===== config.mk =====
export PLATFORM = sky130hd
export DESIGN_NAME = llr_demagnitude_seq_flip_flat
export DESIGN_NICKNAME = d
export VERILOG_FILES = /design/src/rtl/llr_demagnitude_seq_flip_if.sv /design/src/rtl/llr_demagnitude_seq_flip.sv /design/src/flat_wrapper.sv
export SDC_FILE = /design/constraint.sdc
export NUM_CORES = 1
export LEC_CHECK = 0
export ABC_AREA = 1
export CAP_MARGIN = 0
export CORE_AREA = 2 2 39 41
export DETAILED_ROUTE_END_ITERATION = 8
export DIE_AREA = 0 0 41 43
export PLACE_DENSITY = 0.81
export SETUP_SLACK_MARGIN = 0.15
export SYNTH_ARGS = -nofsm -noshare
export SYNTH_HDL_FRONTEND = slang
export SYNTH_SLANG_ARGS = --single-unit

===== constraint.sdc =====
create_clock -name clk -period 1.4 [get_ports clk]
set_input_delay 0.21 -clock clk [delete_from_list [all_inputs] [get_ports clk]]
set_output_delay 0.21 -clock clk [all_outputs]
set_load 0.005 [all_outputs]

===== src/rtl/llr_demagnitude_seq_flip_if.sv =====
// Bus bundle for llr_demagnitude_seq_flip: frame control, per-lane magnitudes,
// hard decisions and flip mask in; rebuilt LLRs and per-frame status out.
interface llr_demagnitude_seq_flip_if #(
  parameter int LLR_LEN     = 4,
  parameter int PARALLELISM = 1,
  parameter int CNT_LEN     = 8
);
  localparam int LLR_MAG_LEN = LLR_LEN - 1;

  logic                               in_ctr_en;
  logic                               in_ctr_init;
  logic                               in_ctr_done;
  logic [LLR_MAG_LEN*PARALLELISM-1:0] in_llr_mag;
  logic [PARALLELISM-1:0]             in_hd;
  logic [PARALLELISM-1:0]             in_flip;
  logic [LLR_LEN*PARALLELISM-1:0]     out_llr;
  logic                               out_valid;
  logic                               out_parity;
  logic                               out_frame_done;
  logic [CNT_LEN-1:0]                 out_flip_cnt;

  modport master (
    output in_ctr_en, in_ctr_init, in_ctr_done, in_llr_mag, in_hd, in_flip,
    input  out_llr, out_valid, out_parity, out_frame_done, out_flip_cnt
  );

  modport slave (
    input  in_ctr_en, in_ctr_init, in_ctr_done, in_llr_mag, in_hd, in_flip,
    output out_llr, out_valid, out_parity, out_frame_done, out_flip_cnt
  );
endinterface


===== src/rtl/llr_demagnitude_seq_flip.sv =====
// Rebuilds sign-magnitude LLRs from magnitudes + corrected hard decisions and
// tracks per-frame parity. Optional flip counter: define LLR_DEMAG_FLIP_CNT_EN.
module llr_demagnitude_seq_flip #(
  parameter     OUTTER_NAME = "",
  parameter     MODULE_NAME = "llr_demagnitude_seq_flip",
  parameter int LLR_LEN     = 4,
  parameter int PARALLELISM = 1,
  parameter int FLIP_MAG    = 1,
  parameter int CNT_LEN     = 8
) (
  input  logic                         clk,
  input  logic                         in_ctr_Srst,
  llr_demagnitude_seq_flip_if.slave    bus
);
  localparam int LLR_MAG_LEN = LLR_LEN - 1;
  localparam logic [LLR_MAG_LEN-1:0] FLIP_MAG_V = LLR_MAG_LEN'(FLIP_MAG);

  if (LLR_LEN < 2 || PARALLELISM < 1 || CNT_LEN < 1) begin : g_param_chk
    $error("%s.%s: invalid LLR_LEN/PARALLELISM/CNT_LEN", OUTTER_NAME, MODULE_NAME);
  end

  typedef enum logic {ST_IDLE, ST_ACTIVE} state_t;

  state_t                         state_q, state_d;
  logic                           acc_q, acc_d;
  logic [LLR_LEN*PARALLELISM-1:0] llr_q, llr_d;
  logic                           valid_q, valid_d;
  logic                           parity_q, parity_d;
  logic                           frame_done_q, frame_done_d;

  logic [PARALLELISM-1:0]         sgn;
  logic                           beat_x;
  logic [LLR_LEN*PARALLELISM-1:0] rebuilt;
  logic                           frame_start, frame_cont, frame_end;

  always_comb begin
    sgn     = bus.in_hd ^ bus.in_flip;
    beat_x  = ^sgn;
    rebuilt = '0;
    for (int unsigned i = 0; i < PARALLELISM; i++) begin
      rebuilt[i*LLR_LEN +: LLR_LEN] =
        {sgn[i], bus.in_flip[i] ? FLIP_MAG_V : bus.in_llr_mag[i*LLR_MAG_LEN +: LLR_MAG_LEN]};
    end
  end

  // init always (re)opens a frame; done closes it only if one is open or opening
  assign frame_start = bus.in_ctr_en & bus.in_ctr_init;
  assign frame_cont  = bus.in_ctr_en & ~bus.in_ctr_init & (state_q == ST_ACTIVE);
  assign frame_end   = bus.in_ctr_en & bus.in_ctr_done &
                       (bus.in_ctr_init | (state_q == ST_ACTIVE));

  always_comb begin
    state_d      = state_q;
    acc_d        = acc_q;
    llr_d        = llr_q;
    valid_d      = bus.in_ctr_en;
    parity_d     = parity_q;
    frame_done_d = 1'b0;
    if (bus.in_ctr_en) llr_d = rebuilt;
    if (frame_start) begin
      acc_d   = beat_x;
      state_d = ST_ACTIVE;
    end else if (frame_cont) begin
      acc_d = acc_q ^ beat_x;
    end
    if (frame_end) begin
      parity_d     = acc_d;
      frame_done_d = 1'b1;
      state_d      = ST_IDLE;
    end
  end

  always_ff @(posedge clk) begin
    if (in_ctr_Srst) begin
      state_q      <= ST_IDLE;
      acc_q        <= 1'b0;
      llr_q        <= '0;
      valid_q      <= 1'b0;
      parity_q     <= 1'b0;
      frame_done_q <= 1'b0;
    end else begin
      state_q      <= state_d;
      acc_q        <= acc_d;
      llr_q        <= llr_d;
      valid_q      <= valid_d;
      parity_q     <= parity_d;
      frame_done_q <= frame_done_d;
    end
  end

  assign bus.out_llr        = llr_q;
  assign bus.out_valid      = valid_q;
  assign bus.out_parity     = parity_q;
  assign bus.out_frame_done = frame_done_q;

`ifdef LLR_DEMAG_FLIP_CNT_EN
  localparam int PC_W  = $clog2(PARALLELISM + 1);
  localparam int SUM_W = ((CNT_LEN > PC_W) ? CNT_LEN : PC_W) + 1;

  logic [CNT_LEN-1:0] cnt_q, cnt_d, flip_cnt_q, flip_cnt_d;
  logic [CNT_LEN-1:0] cnt_base, cnt_next;
  logic [PC_W-1:0]    pop;
  logic [SUM_W-1:0]   sum;

  // Saturating add of this beat's flip popcount onto the running count
  always_comb begin
    pop = '0;
    for (int unsigned i = 0; i < PARALLELISM; i++) begin
      pop = pop + PC_W'(bus.in_flip[i]);
    end
    cnt_base = frame_start ? '0 : cnt_q;
    sum      = SUM_W'(cnt_base) + SUM_W'(pop);
    cnt_next = (sum > SUM_W'({CNT_LEN{1'b1}})) ? '1 : sum[CNT_LEN-1:0];

    cnt_d      = cnt_q;
    flip_cnt_d = flip_cnt_q;
    if (frame_start || frame_cont) cnt_d = cnt_next;
    if (frame_end) begin
      flip_cnt_d = cnt_next;
      cnt_d      = '0;
    end
  end

  always_ff @(posedge clk) begin
    if (in_ctr_Srst) begin
      cnt_q      <= '0;
      flip_cnt_q <= '0;
    end else begin
      cnt_q      <= cnt_d;
      flip_cnt_q <= flip_cnt_d;
    end
  end

  assign bus.out_flip_cnt = flip_cnt_q;
`else
  assign bus.out_flip_cnt = {CNT_LEN{1'b0}};
`endif
endmodule


===== src/flat_wrapper.sv =====
// flat-port wrapper written by rule: the top's interface ports become plain ports
module llr_demagnitude_seq_flip_flat 
#(
  parameter     OUTTER_NAME = "",
  parameter     MODULE_NAME = "                        ",
  parameter int LLR_LEN     = 4,
  parameter int PARALLELISM = 1,
  parameter int FLIP_MAG    = 1,
  parameter int CNT_LEN     = 8
)
  (clk, in_ctr_Srst, bus_in_ctr_en, bus_in_ctr_init, bus_in_ctr_done, bus_in_llr_mag, bus_in_hd, bus_in_flip, bus_out_llr, bus_out_valid, bus_out_parity, bus_out_frame_done, bus_out_flip_cnt);
  llr_demagnitude_seq_flip_if #(.LLR_LEN(LLR_LEN), .PARALLELISM(PARALLELISM), .CNT_LEN(CNT_LEN)) bus_i ();
  input  logic clk;
  input  logic in_ctr_Srst;
  input wire logic [$bits(bus_i.in_ctr_en)-1:0] bus_in_ctr_en;
  input wire logic [$bits(bus_i.in_ctr_init)-1:0] bus_in_ctr_init;
  input wire logic [$bits(bus_i.in_ctr_done)-1:0] bus_in_ctr_done;
  input wire logic [$bits(bus_i.in_llr_mag)-1:0] bus_in_llr_mag;
  input wire logic [$bits(bus_i.in_hd)-1:0] bus_in_hd;
  input wire logic [$bits(bus_i.in_flip)-1:0] bus_in_flip;
  output wire logic [$bits(bus_i.out_llr)-1:0] bus_out_llr;
  output wire logic [$bits(bus_i.out_valid)-1:0] bus_out_valid;
  output wire logic [$bits(bus_i.out_parity)-1:0] bus_out_parity;
  output wire logic [$bits(bus_i.out_frame_done)-1:0] bus_out_frame_done;
  output wire logic [$bits(bus_i.out_flip_cnt)-1:0] bus_out_flip_cnt;
  assign bus_i.in_ctr_en = bus_in_ctr_en;
  assign bus_i.in_ctr_init = bus_in_ctr_init;
  assign bus_i.in_ctr_done = bus_in_ctr_done;
  assign bus_i.in_llr_mag = bus_in_llr_mag;
  assign bus_i.in_hd = bus_in_hd;
  assign bus_i.in_flip = bus_in_flip;
  assign bus_out_llr = bus_i.out_llr;
  assign bus_out_valid = bus_i.out_valid;
  assign bus_out_parity = bus_i.out_parity;
  assign bus_out_frame_done = bus_i.out_frame_done;
  assign bus_out_flip_cnt = bus_i.out_flip_cnt;
  llr_demagnitude_seq_flip #(.OUTTER_NAME(OUTTER_NAME), .MODULE_NAME(MODULE_NAME), .LLR_LEN(LLR_LEN), .PARALLELISM(PARALLELISM), .FLIP_MAG(FLIP_MAG), .CNT_LEN(CNT_LEN)) u_core (.clk(clk), .in_ctr_Srst(in_ctr_Srst), .bus(bus_i));
endmodule

==> results.tsv <==
stage	metric	value	unit
outcome	status	finished clean	
floorplanning	core_area	1380	um2
yosys	ys_types	17	
timing	rsz0062_at_grt	false	
power	p_sw	142	uW
cts	clk_latency	0.26	ns
setup_path	worstReg2RegEnd	u_core.bus.out_parity	
cts	clock_sinks	9	
cts	cts_tree	done	
place	gp_congestion	0.738	
setup_path	required	1.56	ns
detailed_routing	drt_iter0_markers	7	
timing	setup_viol	0	
yosys	synth_top_area_share	40.8	%
cts	cts_max_level	1	
worst_hold_path	hold_class	primary input to register	
power	power-per-cell-area	923	nW/um2
cts	cts.path.max_buffers	2	
yosys	yosysTopAreaCell	dfxtp_1	
cells_and_area	multi_input_area	194	um2
yosys	synth_area_per_cell	7.49	um2
yosys	synthTopCellsByArea	dfxtp_1 41%, buf_4 14%, nand2_1 13%, a21oi_1 5.7%, inv_1 4.2%	
setup_path	cp-start-kind	primary input	
power	swShare	25.0	%
floorplanning	pin_count	25	
cells_and_area	fin_nets	90	
floorplanning	dieWidth	41	um
global_route	grt_first_pass_wirelength	1.39	mm
detailed_routing	first_pass_iters	3	
worst_hold_path	min-delay-start	bus_in_flip	
power	comb_power_share	16.2	%
timing	setup_slack	0.286	ns
yosys	async_reset_ff_share	0	%
yosys	syn_inst	59	
worst_hold_path	whs_path_depth	4	
setup_path	cp-end-kind	register	
global_route	grt_overflow	0	
cells_and_area	syn2layout_area_growth	39.1	%
detailed_routing	drc	0	
cells_and_area	diodes	0	
yosys	ys_seq_area_share	40.8	%
place	hpwl	648	um
timing	skew	0.00437	ns
cts	clock-root-buffer	clkbuf_4	
yosys	syn-cell-area	442	um2
cts	clk_pin_slew	0.06	ns
power	p_int	425	uW
yosys	synth_flop_cell	dfxtp_1	
cts	numCtsBuffers	3	
detailed_routing	avgRoutedWirePerCell	8.69	um
setup_path	path_class	primary input to register	
timing	max_freq	0.898	GHz
setup_path	regToRegSetupSlack	0.35	ns
run	cap_viol_max_count	0	
setup_path	arrival	1.27	ns
timing	period_share	79.6	%
floorplanning	start_util	31.9	%
cells_and_area	ff_latch_area	180	um2
global_route	grt_pass1_vias	380	
floorplanning	dieArea	1760	um2
setup_path	crit_fanout	4	
timing	hold_viol	0	
power	max-vdd-ir-drop	0.415	mV
power	p_leak	0.000318	uW
detailed_routing	dr_total_vias	400	
setup_path	r2r_start	u_core.state_q	
floorplanning	std_cell_rows	14	
detailed_routing	drt_wl_total	826	um
power	pwr-share-seq	48.3	%
setup_path	worstRegToRegCells	9	
timing	setup_tns	0	ns
timing	period_needed	1.11	ns
global_route	grt_max_degree	9	
cts	postCtsHoldBufs	0	
cells_and_area	nFillCells	153	
place	dp_worst_setup_slack	-0.0126	ns
yosys	ys_warn_count	0	
detailed_routing	vias_per_cell	4.21	
place	port_buffers	16	
yosys	ys_seq_elements	9	
cells_and_area	drive_above_1_share	13.9	%
yosys	synth_edf_count	0	
worst_hold_path	min_to	u_core.bus.out_llr[0]	
detailed_routing	drtAntennaViolNets	0	
timing	slew_viol_final	0	
power	clkPwrFrac	35.5	%
floorplanning	dieHeight	43	um
global_route	antenna_found_initial	0	
global_route	groute.usage.overall	11.8	%
## power groups by stage
| stage | Sequential [uW] | Combinational, uW | Clock [uW] |
|---|---|---|---|
| 2_1_floorplan | 281 | 57.3 | 0 |
| 3_3_place_gp | 280 | 96.6 | 0 |
| 3_5_place_dp | 280 | 98.2 | 0 |
| 4_1_cts | 274 | 92.7 | 202 |
| 5_1_grt | 275 | 106 | 220 |
| 6_report | 274 | 91.8 | 201 |
## cell usage in the layout (no fill, tap or decap)
cell and n:
nand2_1 15, dfxtp_1 9, conb_1 8, clkdlybuf4s50_1 7
dlygate4sd2_1 7, a21oi_1 5, inv_1 4, nor2_1 4
clkbuf_4 3, inv_2 2, nand2_2 2, nand3_1 2
dlymetal6s2s_1 2, buf_4 2, nand3_2 1, nand4_1 1
o211ai_1 1, o21ai_0 1, nor3_1 1, nor2_4 1
clkbuf_1 1
## per-layer routing
layer	vias up	wire, um	track usage [%]
met5	-	0	0
met4	0	21	8.00
met2	20	375	16.3
li1	207	-	-
met3	2	83	4.19
met1	171	345	14.8
## worst max-delay path by stage
stage               depth (start not counted)                    end  slack (ns)       startpoint
floorplan                                   9  u_core.bus.out_parity        0.46   u_core.state_q
global placement                            9  u_core.bus.out_parity        0.03  bus_in_ctr_init
detailed placement                          5  u_core.bus.out_parity       -0.01    bus_in_ctr_en
CTS                                         5  u_core.bus.out_parity        0.25    bus_in_ctr_en
global route                               11  u_core.bus.out_parity        0.17        bus_in_hd
finish                                      9  u_core.bus.out_parity        0.29  bus_in_ctr_init
## critical path, stage by stage
cell,delay (ns)
clkdlybuf4s50_1,0.46
nor2_1,0.19
nand3_2,0.08
nand2_1,0.06
nand2_1,0.04
nand2_1,0.07
nand2_1,0.05
nand2_1,0.05
nand2_1,0.04
## stage by stage
| step | instance area (um2) | power, uW | utilization, % | std cells | hold WS, ns |
|---|---|---|---|---|---|
| 2_1_floorplan | 468 | 338 | - | 66 | 0.279 |
| 6_report | 614 | 567 | 44.4 | 95 | 0.360 |
| 4_1_cts | 609 | 569 | 44.0 | 95 | 0.464 |
| 3_3_place_gp | 592 | 376 | 42.8 | 91 | 0.447 |
| 3_5_place_dp | 592 | 378 | 42.8 | 91 | 0.455 |
| 5_1_grt | 614 | 601 | 44.4 | 95 | 0.396 |
## state kept, by name, summed over array words and instances, names as in the netlist
signal                     count
u_core.bus.out_parity          1
u_core.acc_q                   1
u_core.bus.out_frame_done      1
u_core.bus.out_llr             4
u_core.state_q                 1
u_core.bus.out_valid           1
## final cells by class
cell class              instances  share of cell area [%]
inverters                       6                    3.67
well taps                      16                    3.26
repair buffers                 18                    27.9
flip-flops and latches          9                    29.3
multi-input cells              42                    31.6
clock buffers                   4                    4.28
## synth_stat cells, types with 2 or more instances
library cell / number
nand2_1: 15
dfxtp_1: 9
buf_4: 8
a21oi_1: 5
inv_1: 5
nor2_1: 4
nand2_2: 2
nand3_1: 2
## cells by family (layout without fill, tap and decap cells)
logic type | Yosys count | in the layout | synth area share, %
AO/OA/AOI/OAI | 7 | 7 | 8.50
buffers and inverters | 15 | 28 | 21.2
flip-flops | 9 | 9 | 40.8
other | 1 | 8 | 0.849
AND/OR/NAND/NOR | 27 | 27 | 28.6
## what timing repair did
action	CTS	global route
cloned	0	0
resized for setup	7	3
endpoints found under the setup margin	7	1
pin swaps	0	0
setup buffers	0	0
Power figures use the tool's default switching activity.
